[config.mk]
export PLATFORM = sky130hd
export DESIGN_NAME = mash_dsm
export DESIGN_NICKNAME = d
export VERILOG_FILES = /design/src/rtl/mash_dsm_pkg.sv /design/src/rtl/mash_dsm_stage.sv /design/src/rtl/mash_dsm.sv
export SDC_FILE = /design/constraint.sdc
export NUM_CORES = 1
export LEC_CHECK = 0
export BUFFER_PORTS_ARGS = -buffer_cell sky130_fd_sc_hd__buf_4
export CAP_MARGIN = 10
export CORE_MARGIN = 2
export CORE_UTILIZATION = 40
export CTS_CLUSTER_SIZE = 25
export DETAILED_ROUTE_END_ITERATION = 8
export GPL_TIMING_DRIVEN = 0
export SYNTH_ARGS = -nofsm -noshare
export SYNTH_HDL_FRONTEND = slang
export SYNTH_SLANG_ARGS = --single-unit
[constraint.sdc]
create_clock -name ACLK -period 11.6 [get_ports ACLK]
set_input_delay 2.32 -clock ACLK [delete_from_list [all_inputs] [get_ports ACLK]]
set_output_delay 2.32 -clock ACLK [all_outputs]
set_load 0.01 [all_outputs]
[src/rtl/mash_dsm_pkg.sv]
// Shared types and constants for the time-shared MASH delta-sigma modulator.
package mash_dsm_pkg;

  localparam int OUT_W = 4;
  localparam logic [OUT_W-1:0] OUT_OFFSET = 4'd8;

  typedef enum logic {
    IDLE = 1'b0,
    RUN  = 1'b1
  } state_t;

  typedef logic signed [1:0] qlevel_t;

endpackage

[src/rtl/mash_dsm_stage.sv]
// One first-order error-feedback stage: v = acc + u, 3-level quantise, fold back by FS.
module mash_dsm_stage
  import mash_dsm_pkg::*;
#(
  parameter int DIN_W = 16,
  parameter int ACC_W = 24
) (
  input  logic signed [ACC_W-1:0] acc,
  input  logic signed [ACC_W-1:0] u,
  output qlevel_t                 q,
  output logic signed [ACC_W-1:0] acc_next
);

  localparam logic signed [ACC_W-1:0] FS   = ACC_W'(longint'(1) <<< (DIN_W - 1));
  localparam logic signed [ACC_W-1:0] HALF = ACC_W'(longint'(1) <<< (DIN_W - 2));

  logic signed [ACC_W-1:0] v;

  always_comb begin
    v = acc + u;
    if (v >= HALF) begin
      q        = 2'sd1;
      acc_next = v - FS;
    end else if (v < -HALF) begin
      q        = -2'sd1;
      acc_next = v + FS;
    end else begin
      q        = '0;
      acc_next = v;
    end
  end

endmodule

[src/rtl/mash_dsm.sv]
// Multi-channel MASH 1-1 / 1-1-1 modulator sharing one stage chain across channels.
// Optional LFSR dither on the last stage is enabled by defining MASH_DSM_DITHER_EN.
module mash_dsm
  import mash_dsm_pkg::*;
#(
  parameter int DIN_W  = 16,
  parameter int ACC_W  = 24,
  parameter int CH     = 2,
  parameter int STAGES = 3
) (
  input  logic                ACLK,
  input  logic                ARST,
  input  logic [CH*DIN_W-1:0] din,
  input  logic                din_valid,
  output logic                din_ready,
  output logic [CH*OUT_W-1:0] dout,
  output logic                dout_valid
);

  localparam int IDX_W = (CH > 1) ? $clog2(CH) : 1;
  localparam int SLOTS = 1 << IDX_W;
  localparam logic [IDX_W-1:0] LAST = IDX_W'(CH - 1);

  state_t                  state;
  logic [IDX_W-1:0]        idx;
  logic [CH*DIN_W-1:0]     din_lat;
  logic signed [ACC_W-1:0] acc_r   [STAGES][SLOTS];
  qlevel_t                 q2z1_r  [SLOTS];
  qlevel_t                 q3z1_r  [SLOTS];
  qlevel_t                 q3z2_r  [SLOTS];
  logic [OUT_W-1:0]        code_buf[SLOTS];
  logic [CH*OUT_W-1:0]     dout_r;
  logic                    dout_valid_r;

  logic signed [DIN_W-1:0] sample;
  logic signed [ACC_W-1:0] dither_u;
  logic signed [ACC_W-1:0] acc_nxt [STAGES];
  qlevel_t                 q1_cur, q2_cur, q3_cur;
  logic signed [3:0]       y;
  logic [OUT_W-1:0]        code;

  assign sample = din_lat[int'(idx)*DIN_W +: DIN_W];

`ifdef MASH_DSM_DITHER_EN
  logic [15:0] lfsr;

  always_ff @(posedge ACLK or posedge ARST) begin
    if (ARST) begin
      lfsr <= 16'hACE1;
    end else if (state == RUN) begin
      lfsr <= {lfsr[14:0], lfsr[15] ^ lfsr[13] ^ lfsr[12] ^ lfsr[10]};
    end
  end

  assign dither_u = {{(ACC_W-1){1'b0}}, lfsr[0]};
`else
  assign dither_u = '0;
`endif

  // Chain links use each block's own nets so the stage-to-stage path stays acyclic.
  for (genvar k = 0; k < STAGES; k++) begin : g_stage
    logic signed [ACC_W-1:0] u;
    logic signed [ACC_W-1:0] acc_n;
    qlevel_t                 q;

    if (k == 0) begin : g_in
      assign u = ACC_W'(sample);
    end else if (k == STAGES - 1) begin : g_last
      assign u = -g_stage[k-1].acc_n + dither_u;
    end else begin : g_mid
      assign u = -g_stage[k-1].acc_n;
    end

    mash_dsm_stage #(
      .DIN_W (DIN_W),
      .ACC_W (ACC_W)
    ) u_stage (
      .acc      (acc_r[k][idx]),
      .u        (u),
      .q        (q),
      .acc_next (acc_n)
    );

    assign acc_nxt[k] = acc_n;
  end

  assign q1_cur = g_stage[0].q;
  assign q2_cur = g_stage[1].q;

  if (STAGES == 3) begin : g_q3
    assign q3_cur = g_stage[2].q;
  end else begin : g_no_q3
    assign q3_cur = '0;
  end

  always_comb begin
    y = 4'(q1_cur) + 4'(q2_cur) - 4'(q2z1_r[idx])
      + 4'(q3_cur) - 4'(q3z1_r[idx]) - 4'(q3z1_r[idx]) + 4'(q3z2_r[idx]);
    code = $unsigned(y) + OUT_OFFSET;
  end

  // Codes are staged per channel and published together so dout only moves with dout_valid.
  always_ff @(posedge ACLK or posedge ARST) begin
    if (ARST) begin
      state        <= IDLE;
      idx          <= '0;
      din_lat      <= '0;
      dout_r       <= {CH{OUT_OFFSET}};
      dout_valid_r <= 1'b0;
      for (int unsigned s = 0; s < SLOTS; s++) begin
        for (int unsigned k = 0; k < STAGES; k++) acc_r[k][s] <= '0;
        q2z1_r[s]   <= '0;
        q3z1_r[s]   <= '0;
        q3z2_r[s]   <= '0;
        code_buf[s] <= OUT_OFFSET;
      end
    end else begin
      dout_valid_r <= 1'b0;
      case (state)
        IDLE: begin
          if (din_valid) begin
            din_lat <= din;
            idx     <= '0;
            state   <= RUN;
          end
        end
        RUN: begin
          for (int unsigned k = 0; k < STAGES; k++) acc_r[k][idx] <= acc_nxt[k];
          q2z1_r[idx]   <= q2_cur;
          q3z2_r[idx]   <= q3z1_r[idx];
          q3z1_r[idx]   <= q3_cur;
          code_buf[idx] <= code;
          idx           <= idx + 1'b1;
          if (idx == LAST) begin
            state        <= IDLE;
            dout_valid_r <= 1'b1;
            for (int unsigned c = 0; c < CH; c++) begin
              dout_r[c*OUT_W +: OUT_W] <= (c == unsigned'(CH - 1)) ? code : code_buf[c];
            end
          end
        end
        default: state <= IDLE;
      endcase
    end
  end

  assign din_ready  = (state == IDLE);
  assign dout       = dout_r;
  assign dout_valid = dout_valid_r;

endmodule

Yosys cells after proc, flatten, opt, wreduce, memory -nomap -nowiden:

Cells that the tools add are included.

* equality and inequality tests: 1
* $add $sub $neg: 19
* mux-type cells: 50
* shift-type cells: 1
* bitwise logic cells: 2
* reduce and logical (&&, ||, !) cells: 3
* order comparisons: 8

Operators by type and width (number)
* 24-bit two-way mux: 16
* 48-bit bitwise mux: 3
* 24-bit by 17-bit adder with 24-bit output, second input constant: 3
* 24-bit by 16-bit greater-or-equal comparator with 1-bit output, second input constant: 3
* 24-bit by 15-bit less-than comparator with 1-bit output, second input constant: 3
* 24-bit by 17-bit subtractor with 24-bit output, second input constant: 3
* 24-bit adder: 2
* 24-bit negator: 2
* 2-bit two-way mux: 16
* 32-bit by 6-bit indexed part select with 16-bit output: 1
* 24-bit by 16-bit adder with 24-bit output: 1
* 24-bit demux with 1-bit select: 1
* 4-bit bitwise mux: 3
* 4-bit by 2-bit adder with 4-bit output: 2
* 8-bit bitwise mux: 1
* 4-bit by 2-bit subtractor with 4-bit output: 2
* 1-bit two-way mux: 5
* 4-bit adder, second input constant: 1
* 4-bit demux with 1-bit select: 1
* 4-bit two-way mux: 1
* 1-bit one-hot mux with 2 select lines: 2
* 2-bit AND reduction: 2
* 3-bit by 2-bit subtractor with 4-bit output: 1
* 2-bit by 2-bit adder with 3-bit output: 1
* other kinds (8): 8

* register bits after elaboration: 207

Logic depth before layout (Yosys ltp):

Gate-level depths: netlist (run 1).

* word-level depth: 24
* mapped depth: 57
* mapped depth without buffers: 50

Modules after synthesis:

From an unflattened synthesis (run 1), not the netlist that was laid out.

* cell total of the unflattened synthesis: 1471
* area, all modules: 15352.2 um^2

Modules (own cells, without submodules)
* mash_dsm: instances 1, cells an instance 718, area each 9863.2 um^2
* mash_dsm_stage (g_stage[0].u_stage ...): instances 2, cells an instance 253, area each 1834.3 um^2
* mash_dsm_stage (g_stage[2].u_stage): instances 1, cells an instance 247, area each 1820.5 um^2

Worst setup path after synthesis (run 1):

No wires, ideal clock.

* path kind: register to register
* start: register idx
* end: register code_buf[7] (netlist name)
* clock period less this slack: 12.355 ns
* path buffers: 7
* arrival time: 12.264 ns
* cell stages (with the launch flop): 56
* setup time: 0.091 ns
* required time: 11.509 ns
* path slack: -0.755 ns
* cell sequence: dfrtp_1 -> buf_2 -> clkbuf_1 -> buf_1 -> clkbuf_1 -> mux2_2 -> ha_1 -> fa_1 -> a211oi_1 -> o21ai_1 -> a22o_2 -> a2111oi_2 -> o32a_2 -> nand3_1 -> nor2_1 -> nand2_1 -> nor3_1 -> or2_2 -> [20 not listed] -> o211a_1 -> a211o_1 -> a21o_1 -> and2_4 -> o41a_1 -> buf_6 -> xor2_1 -> ha_1 -> inv_1 -> fa_1 -> fa_1 -> inv_1 -> ha_1 -> xor2_1 -> xnor2_1 -> xnor2_1 -> xor2_1 -> o21ai_0

* elaborated cells on any way between the ends: 58

RTL lines
* start, declared: line mash_dsm.sv:25 `logic [IDX_W-1:0] idx;`
* start signal, assigned: line mash_dsm.sv:133 `idx <= idx + 1'b1;`
* parallel branches: the longest is 9 deep, another holds 24-bit by 16-bit adder with 24-bit output
* 24-bit adder *: line mash_dsm_stage.sv:20 `v = acc + u;`
* 24-bit by 15-bit less-than comparator with 1-bit output: line mash_dsm_stage.sv:24 `end else if (v < -HALF) begin`
* 2-bit two-way mux: line mash_dsm_stage.sv:24
* 2-bit two-way mux *: line mash_dsm_stage.sv:21 `if (v >= HALF) begin`
* net g_stage[1].q[1]: line mash_dsm.sv:64 `qlevel_t q;`
* 2-bit by 2-bit adder with 3-bit output *: line mash_dsm.sv:97 `y = 4'(q1_cur) + 4'(q2_cur) - 4'(q2z1_r[idx])`
* 3-bit by 2-bit subtractor with 4-bit output *: line mash_dsm.sv:97
* 4-bit by 2-bit adder with 4-bit output *: line mash_dsm.sv:98 `+ 4'(q3_cur) - 4'(q3z1_r[idx]) - 4'(q3z1_r[idx]) + 4'(q3z2_r[idx]);`
* 4-bit by 2-bit subtractor with 4-bit output * (2 in series): line mash_dsm.sv:98
* 4-bit by 2-bit adder with 4-bit output *: line mash_dsm.sv:98
* 4-bit adder *: line mash_dsm.sv:99 `code = $unsigned(y) + OUT_OFFSET;`
* 8-bit bitwise mux *: line mash_dsm.sv:132 `code_buf[idx] <= code;`
* end signal, assigned by index: line mash_dsm.sv:132
* end, declared: line mash_dsm.sv:31 `logic [OUT_W-1:0] code_buf[SLOTS];`

Mark *: on every way through the listed nets, which the timed path passes. The select of a mux whose other input is x is not followed.
A chain may end at the register's enable or synchronous reset.

Worst setup path after layout (run 1):

* start: register idx
* end: register code_buf[7] (netlist name)

* longest elaborated chain between the ends: 24
* elaborated cells on any way between the ends: 58

RTL lines (line)
* parallel branches: the longest is 23 deep, another holds 24-bit by 16-bit adder with 24-bit output
* 8-bit bitwise mux *: mash_dsm.sv:132

Mark *: on every way between the ends. The select of a mux whose other input is x is not followed.

==> results.tsv, run 1 <==
stage	metric	value	unit
status	status	complete, but fails checks	
status	failing checks	negative setup slack	
clocking	root buf cell	clkbuf_16	
synth	number of flops mapped to enable cells by yosys	0	
placed_design	port bufs	44	
global_routing	M3 GR Usage	2.94	%
synth	Synthesized Nets	1538	
sta	FMAX	85.3	MHz
clocking	H-tree depth	1	
clocking	CTS tree	yes	
sta	Final period util	101	%
synth	Synth async-reset ratio	100	%
placed_design	HPWL after DPL	26.0	mm
worst_setup_path	Worst setup EP type	flop	
global_routing	global route total overflow	0	
placed_design	placed instance count	1904	
final_layout	Nets	1718	
floorplan	# rows	67	
route	DR vias/cell	5.52	
worst_setup_path	CP required	12.03	ns
worst_setup_path	worst stage delay on the critical path	0.56	ns
worst_setup_path	slowest CP cell	or4b_4	
worst_setup_path	Worst Path Arrival	12.16	ns
sta	Worst-Margin Slew	0.892	ns
worst_setup_path	worst-path maximum fanout	8	
clocking	clock sink count	203	
synth	top_reg_cell synth	dfrtp_1	
final_layout	post-layout instance count excluding filler cells	2057	
global_routing	first-pass GRT wire length	60.9	mm
placed_design	RePlAce Congestion	0.883	
synth	average size of a mapped cell	9.61	sq um
sta	Final min period	11.73	ns
final_layout	Core Util, Final	51.0	%
sta	Final WS setup	-0.126	ns
global_routing	M2 GR Usage	34.9	%
floorplan	Die ar.	35400	sq um
route	DR vias	11400	
placed_design	DP Worst Slack	-2.19	ns
route	drt pass-1 iters	5	
sta	Layout Skew	0.0185	ns
floorplan	initial core utilization	40.6	%
global_routing	layer with the highest usage	met2	
route	Avg WL per Cell	18.5	microns
synth	Synth Cell Area	13600	sq um
worst_setup_path	Worst Path Class, Setup	reg2reg	
final_layout	Sequential Area	5080	sq um
clocking	CTS max path bufs	3	
floorplan	IO Pins	45	
route	post-route ant nets	0	
clocking	Worst-Skew Late Latency	0.54	ns
final_layout	FILL cells	3059	
global_routing	GRT Total Usage	21.4	%
route	detailed-route DRC error count	0	
floorplan	Die X	188	microns
sta	Final Hold Fails	0	
synth	Yosys Warn Count	0	
final_layout	share of post-route cells with drive strength above 1	29.9	%
synth	post-synth cell types	92	
clocking	CTS buffer count	25	
sta	Fin Hold WS	0.470	ns
clocking	cts hold-fix bufs	0	
global_routing	vias in the first global route	11400	
sta	Slew Limit Fails	0	
global_routing	initial antenna violation count	0	
global_routing	grt met1 use	29.5	%
route	number of DRC markers in iteration 0	590	
hold_path	Worst Hold Class	reg2reg	
floorplan	Die H	188	microns
synth	sequential area share after synthesis	37.5	%
sta	max_slew headroom	40.6	%
worst_setup_path	setup slack, reg-to-reg	-0.13	ns
sta	unrepaired setup endpoints after global routing	true	
final_layout	# diodes	0	
clocking	clk slew on worst S/H paths	0.05	ns
final_layout	footprint of the multi-input gates	8850	sq um
floorplan	core footprint	33400	sq um
final_layout	Area Growth Syn to Fin	25.9	%
synth	cell count after synthesis	1411	
sta	final setup fails	2	
synth	register bit count reported by yosys	203	
run	Max-Cap Viols	0	
global_routing	largest net degree at the start of global routing	114	
worst_setup_path	crit start category	flop	
route	DRT Wirelength	38.1	mm
what timing repair did:
| action | 4_1_cts | 5_1_grt |
|---|---|---|
| buffers inserted | 90 | 28 |
| setup endpoints to repair | 26 | 8 |
| resized for setup | 111 | 65 |
| pin swaps | 42 | 58 |
flip-flops by register name (all words and copies together), names as in the netlist:
register,flops
q3z1_r,4
idx,1
q2z1_r,4
dout,8
q3z2_r,4
din_lat,32
state,1
dout_valid,1
code_buf,4
acc_r,144
cell usage after synthesis, types with 3 or more instances:
master	n	area share [%]
nor2_1	53	1.5
inv_1	46	1.3
a32oi_1	5	0.32
nand2b_1	15	0.69
a41oi_1	3	0.19
a211o_1	9	0.58
a211oi_1	5	0.28
o211ai_1	6	0.33
or2_2	6	0.28
and2_1	9	0.42
o31a_1	3	0.19
o21bai_1	4	0.22
a221oi_1	4	0.26
o31ai_1	4	0.22
a22oi_1	5	0.28
a31oi_1	12	0.55
o21a_1	12	0.66
o211a_1	4	0.30
nand2_1	195	5.4
nor3_1	21	0.77
dfstp_2	3	0.58
buf_1	6	0.17
nand4_1	13	0.60
and3_1	18	0.83
a2111oi_0	3	0.19
buf_6	3	0.25
a21oi_1	50	1.8
nor2b_1	7	0.32
nand3_1	15	0.55
mux2i_1	16	1.2
o21ai_0	166	6.1
or4b_1	5	0.37
a21o_1	38	2.1
a31o_2	3	0.19
o21ai_1	14	0.52
mux2_2	137	11
xor2_1	38	2.5
dfrtp_1	200	37
xnor2_1	49	3.2
fa_1	10	1.5
clkbuf_1	47	1.3
ha_1	82	7.6
stage by stage:
step | instance area, sq um | TNS (ns)
final | 17100 | -0.251
after global routing | 17100 | -1.45
after CTS | 16600 | 0
after detailed placement | 14500 | -14.10
after global placement | 14500 | -13.26
after floorplan | 13600 | 0
critical path: cells and delay by family (launching register included):
family                     cells  cell delay (ns)
muxes                          1             0.27
DFF                            1             0.39
xor gates and xnor gates       6             1.03
buffers and inverters         13             1.60
AOI/OAI and AO/OA             15             3.37
and+or+nand+nor               15             2.89
adders and majority gates      7             2.07
kinds of logic (layout without fill, tap and decap cells):
logic type,count (synthesis),in the layout,share of synthesized area (%)
xor+xnor,89,89,5.90
flops,203,203,37.5
compound gates,387,387,18.4
simple gates,379,379,13.2
fa+ha+maj,93,93,9.11
mux,155,155,12.8
buf+inv,105,303,3.12
path summary, 6_finish.rpt:
path	startpoint	endpoint	depth (start not counted)
max in group asynchronous	ARST	dout[7]	3
worst min-delay path	code_buf[7]	code_buf[7]	2
worst max-delay path	idx	code_buf[7]	57
worst min register to register	code_buf[7]	code_buf[7]	2
min in group asynchronous	ARST	din_lat[1]	2
worst max register to register	idx	code_buf[7]	57
layer usage:
layer / up-vias / share of wire [%] / routed length [microns]
met2: 246 / 46 / 17400
met5: - / 0 / 0
met3: 82 / 3.8 / 1440
met1: 5589 / 47 / 18000
li1: 5442 / - / -
met4: 0 / 3.2 / 1230
cell type report:
type / instances / share of cell area (%)
clock inverter: 6 / 0.506
clock buffer: 39 / 4.32
sequential: 203 / 29.8
buffer: 56 / 2.09
inverter: 46 / 1.08
tap: 448 / 3.28
multi-input combinational: 1103 / 51.8
timing repair buffer: 156 / 7.12
cells in the final DEF (no fill, tap or decap), types with 8 or more instances in the layout:
master       n
a211o_1      8
a21o_1      38
a21oi_1     39
a31oi_1     10
and3_1      18
buf_4      152
buf_6        9
clkbuf_1    46
clkbuf_16   27
dfrtp_1    200
ha_1        73
ha_4         9
inv_1       40
mux2_2     135
mux2i_1     14
nand2_1    194
nand2b_1    13
nand3_1     11
nand4_1     13
nor2_1      50
nor3_1      15
o21a_1      11
o21ai_0    158
o21ai_1     14
xnor2_1     43
xor2_1      30
xor2_2       8
Power of run 1 is not shown: default switching activity piles up to over one toggle a cycle in this logic, so the estimate is an artifact.
==> run 2, diff against run 1 <==
- CORE_MARGIN: 2 -> default
==> results.tsv, run 2 (synthesized netlist as in run 1, its figures left out) <==
stage	metric	value	unit	change
floorplan	core footprint	33400	sq um	unchanged
final_layout	# diodes	0		unchanged
clocking	root buf cell	clkbuf_16		
clocking	CTS max path bufs	3		unchanged
global_routing	GRT Total Usage	21.5	%	+0.11 points
worst_setup_path	CP most frequent cell	buf_6		
final_layout	most frequent cells in the layout	dfrtp_1, nand2_1, o21ai_0, mux2_2, buf_4		
final_layout	Nets	1694		-1.4%
global_routing	global route total overflow	0		unchanged
sta	Layout Skew	0.0217	ns	+0.00316 ns
final_layout	Area Growth Syn to Fin	24.6	%	
route	DR vias	11200		-1.5%
placed_design	port bufs	44		unchanged
worst_setup_path	CP required	12.03	ns	about the same
hold_path	Worst Hold Class	reg2reg		
floorplan	IO Pins	45		unchanged
final_layout	commonest non-fill, non-tap cell in the layout	dfrtp_1		
global_routing	largest net degree at the start of global routing	124		+8.8%
global_routing	initial antenna violation count	0		unchanged
sta	Final period util	101	%	-0.57 points
route	number of DRC markers in iteration 0	648		+9.8%
route	drt pass-1 iters	4		-1
sta	FMAX	85.8	MHz	+0.57%
run	Max-Cap Viols	0		unchanged
global_routing	vias in the first global route	10800		-5.0%
clocking	clk slew on worst S/H paths	0.06	ns	about the same
route	DR vias/cell	5.51		-0.24%
final_layout	Largest Register	acc_r		
sta	final setup fails	2		unchanged
floorplan	initial core utilization	40.6	%	unchanged
clocking	CTS tree	yes		
sta	max_slew headroom	40.3	%	-0.30 points
floorplan	Die X	186	microns	-1.1%
clocking	CTS buffer count	24		-4.0%
placed_design	RePlAce Congestion	0.895		+1.3%
worst_setup_path	crit start category	flop		
route	Avg WL per Cell	18.1	microns	-2.5%
clocking	clock sink count	203		unchanged
clocking	cts hold-fix bufs	0		unchanged
sta	Final WS setup	-0.0599	ns	+0.0663 ns
sta	Slew Limit Fails	0		unchanged
worst_setup_path	worst stage delay on the critical path	0.55	ns	about the same
floorplan	# rows	67		unchanged
final_layout	FILL cells	3085		+0.85%
floorplan	Die ar.	34700	sq um	-2.1%
worst_setup_path	setup slack, reg-to-reg	-0.06	ns	+0.07 ns
status	status	complete, but fails checks		
worst_setup_path	worst-path maximum fanout	8		unchanged
worst_setup_path	Worst Path Class, Setup	reg2reg		
worst_setup_path	Worst Path Arrival	12.09	ns	-0.07 ns
floorplan	Die H	186	microns	-1.1%
status	failing checks	negative setup slack		
global_routing	first-pass GRT wire length	58.7	mm	-3.7%
final_layout	share of post-route cells with drive strength above 1	28.8	%	-1.1 points
sta	Worst-Margin Slew	0.896	ns	+0.00446 ns
route	detailed-route DRC error count	0		unchanged
placed_design	DP Worst Slack	-2.11	ns	+0.0779 ns
sta	setup TNS	-0.117	ns	+0.134 ns
worst_setup_path	Worst setup EP type	flop		
final_layout	max reg flops	144		unchanged
route	DRT Wirelength	36.7	mm	-3.7%
sta	Final min period	11.66	ns	-0.0663 ns
placed_design	HPWL after DPL	25.8	mm	-0.93%
route	post-route ant nets	0		unchanged
sta	Final Hold Fails	0		unchanged
sta	unrepaired setup endpoints after global routing	true		
clocking	Worst-Skew Late Latency	0.54	ns	about the same
worst_setup_path	slowest CP cell	or4b_4		
clocking	H-tree depth	1		unchanged
[run 2: cell types whose count changed in the layout (fill, tap and decap cells not counted), sizes merged]
cell / change
clkbuf: -5
bufinv: -1
clkinvlp: -1
clkinv: +4
inv: -1
buf: -22
[run 2: per-stage QoR]
| step | std cells | instance area, sq um | hold slack [ns] | util [%] |
|---|---|---|---|---|
| detailed placement | 1904 | 14500 | 0.464 | 43.4 |
| CTS | 2000 | 16300 | 0.477 | 48.8 |
| floorplan | 1411 | 13600 | 0.444 | - |
| global route | 2031 | 16900 | 0.494 | 50.5 |
| global placement | 1903 | 14500 | 0.455 | 43.3 |
| finish | 2031 | 16900 | 0.472 | 50.5 |
[run 2: critical path: cells and delay by family, from the launching register on]
family / cells / cell delay (ns)
AO/OA/AOI/OAI: 16 / 3.34
XOR/XNOR: 7 / 1.33
adder cells (fa/ha/maj): 8 / 2.61
buffers and inverters: 12 / 1.36
flip-flops: 1 / 0.38
multiplexers: 1 / 0.32
AND/OR/NAND/NOR: 13 / 2.19
[run 2: cell type report]
type	count	area (sq um)	share of cell area, %
Buffer	56	345	2.04
Clock buffer	35	712	4.21
Clock inverter	7	71.3	0.422
Inverter	46	185	1.10
Multi-Input combinational cell	1103	8880	52.6
Sequential cell	203	5080	30.1
Tap cell	448	561	3.32
Timing Repair Buffer	133	1050	6.24
[run 2: routing by layer]
metal / up-vias / GRT usage (%) / wire length [microns]
met2: 219 / 35.4 / 17000
li1: 5396 / - / -
met4: 0 / 5.44 / 826
met3: 54 / 2.34 / 1300
met1: 5519 / 30.2 / 17500
met5: - / 0 / 0
[run 2: what timing repair did]
item | in CTS | in global routing
cloned | 0 | 0
resized for setup | 119 | 59
endpoints found under the hold margin | 0 | 0
endpoints found under the setup margin | 26 | 6
setup buffers | 57 | 31
pin swaps | 48 | 62
[run 2: path summary, 6_finish.rpt]
| path | cells after the start | startpoint | to |
|---|---|---|---|
| hold reg to reg | 2 | acc_r[77] | acc_r[77] |
| hold / removal | 2 | acc_r[77] | acc_r[77] |
| max in group asynchronous | 3 | ARST | acc_r[67] |
| min in group asynchronous | 2 | ARST | din_lat[0] |
| setup / recovery | 57 | idx | code_buf[7] |
| setup reg to reg | 57 | idx | code_buf[7] |
Power of run 2 is left out for the same reason.
==> run 3, diff against run 2 <==
- CORE_ASPECT_RATIO: default -> 0.5
- CORE_MARGIN: default -> 4
==> results.tsv, run 3 (synthesized netlist as in run 1, its figures left out) <==
stage	metric	value	unit	change
final_layout	Area Growth Syn to Fin	24.4	%	
final_layout	# diodes	0		unchanged
floorplan	initial core utilization	40.8	%	+0.27 points
clocking	cts hold-fix bufs	0		unchanged
final_layout	Largest Register	acc_r		
final_layout	share of post-route cells with drive strength above 1	29.8	%	+0.97 points
clocking	Worst-Skew Late Latency	0.53	ns	about the same
global_routing	largest net degree at the start of global routing	105		-15%
sta	Worst-Margin Slew	1.03	ns	+0.131 ns
route	DR vias/cell	5.66		+2.8%
worst_setup_path	Worst Path Arrival	12.16	ns	+0.07 ns
sta	Final period util	101	%	+0.64 points
route	number of DRC markers in iteration 0	739		+14%
floorplan	Die H	138	microns	-26%
final_layout	commonest non-fill, non-tap cell in the layout	dfrtp_1		
final_layout	max reg flops	144		unchanged
sta	FMAX	85.2	MHz	-0.63%
sta	setup TNS	-0.258	ns	-0.141 ns
clocking	CTS tree	yes		
sta	Final WS setup	-0.134	ns	-0.0738 ns
worst_setup_path	worst-path maximum fanout	7		-1
placed_design	RePlAce Congestion	0.939		+5.0%
sta	max_slew headroom	31.5	%	-8.7 points
route	DR vias	11500		+2.5%
route	drt pass-1 iters	5		+1
floorplan	Die X	268	microns	+44%
clocking	clk slew on worst S/H paths	0.07	ns	about the same
hold_path	Min-Delay Path Depth	2		unchanged
worst_setup_path	Worst setup EP type	flop		
status	failing checks	negative setup slack		
worst_setup_path	R2R cell count	54		-5.3%
worst_setup_path	slowest CP cell	fa_1		
floorplan	core footprint	33200	sq um	-0.67%
placed_design	port bufs	44		unchanged
worst_setup_path	worst stage delay on the critical path	0.54	ns	about the same
floorplan	IO Pins	45		unchanged
route	DRT Wirelength	40.6	mm	+11%
global_routing	initial antenna violation count	1		+1
status	status	complete, but fails checks		
floorplan	# rows	47		-30%
sta	Final Hold Fails	0		unchanged
hold_path	Worst Hold Class	reg2reg		
global_routing	GRT Total Usage	21.1	%	-0.42 points
clocking	CTS max path bufs	3		unchanged
final_layout	most frequent cells in the layout	dfrtp_1, nand2_1, o21ai_0, buf_4, mux2_2		
sta	Final min period	11.73	ns	+0.0738 ns
clocking	clock sink count	203		unchanged
route	Avg WL per Cell	20.0	microns	+11%
worst_setup_path	Worst Path Class, Setup	reg2reg		
global_routing	first-pass GRT wire length	62.9	mm	+7.2%
global_routing	vias in the first global route	11400		+4.7%
floorplan	Die ar.	37100	sq um	+7.1%
sta	Layout Skew	0.0248	ns	+0.00308 ns
global_routing	global route total overflow	0		unchanged
sta	Slew Limit Fails	0		unchanged
clocking	CTS buffer count	22		-8.3%
worst_setup_path	CP required	12.03	ns	about the same
placed_design	DP Worst Slack	-2.47	ns	-0.357 ns
placed_design	HPWL after DPL	28.0	mm	+8.8%
clocking	H-tree depth	1		unchanged
run	Max-Cap Viols	0		unchanged
sta	final setup fails	2		unchanged
clocking	root buf cell	clkbuf_16		
route	detailed-route DRC error count	0		unchanged
sta	unrepaired setup endpoints after global routing	true		
final_layout	Nets	1700		+0.35%
route	post-route ant nets	0		unchanged
worst_setup_path	crit start category	flop		
## run 3: cell types whose count changed in the layout (fill, tap and decap cells not counted), moves of 3 or more
cell | previous run | this run
buf_4 | 126 | 138
buf_6 | 14 | 6
clkinv_2 | 5 | 2
ha_1 | 73 | 70
nor2_1 | 50 | 43
nor2_2 | 2 | 8
## run 3: cell type report
| class | count | area [sq um] |
|---|---|---|
| buffer | 55 | 343 |
| clock buffer | 32 | 638 |
| clock inverter | 4 | 56.3 |
| fill | 2907 | 16400 |
| inverter | 46 | 190 |
| multi-input combinational | 1103 | 8880 |
| sequential | 203 | 5080 |
| tap | 441 | 552 |
| timing repair buffer | 142 | 1120 |
## run 3: path summary, 6_finish.rpt
kind | endpoint | start | slack (ns)
max in group asynchronous | dout[3] | ARST | 8.74
worst min-delay path | dout[7] | dout[7] | 0.47
worst max register to register | code_buf[7] | idx | -0.13
worst max-delay path | code_buf[7] | idx | -0.13
min in group asynchronous | din_lat[20] | ARST | 1.92
worst min register to register | dout[7] | dout[7] | 0.47
## run 3: what timing repair did
action	CTS	global route
endpoints found under the setup margin	30	6
buffers inserted	71	26
pin swaps	54	39
resized for setup	114	69
## run 3: layer usage
layer	GRT usage, %	up-vias	part of all wire (%)
met5	0	-	0.017
met4	5.22	2	2.6
met3	3.84	71	6.0
met2	32.7	335	44
met1	30.8	5675	47
li1	-	5390	-
## run 3: critical path, delay by kind of cell, from the launching register on
family                   cells  cell delay [ns]
AO/OA/AOI/OAI               17             3.68
XOR/XNOR                     6             1.16
adder cells (fa/ha/maj)      8             2.59
buffers and inverters        7             0.84
flip-flops                   1             0.39
multiplexers                 1             0.32
AND/OR/NAND/NOR             15             2.61
## run 3: through the flow
step,hold slack (ns),std cells,utilization [%],cell area (sq um)
after floorplan,0.444,1411,-,13600
after global placement,0.455,1896,43.6,14500
after detailed placement,0.464,1897,43.7,14500
after CTS,0.471,2003,49.1,16300
after global routing,0.483,2026,50.8,16900
final,0.465,2026,50.8,16900
Power of run 3 is left out for the same reason.
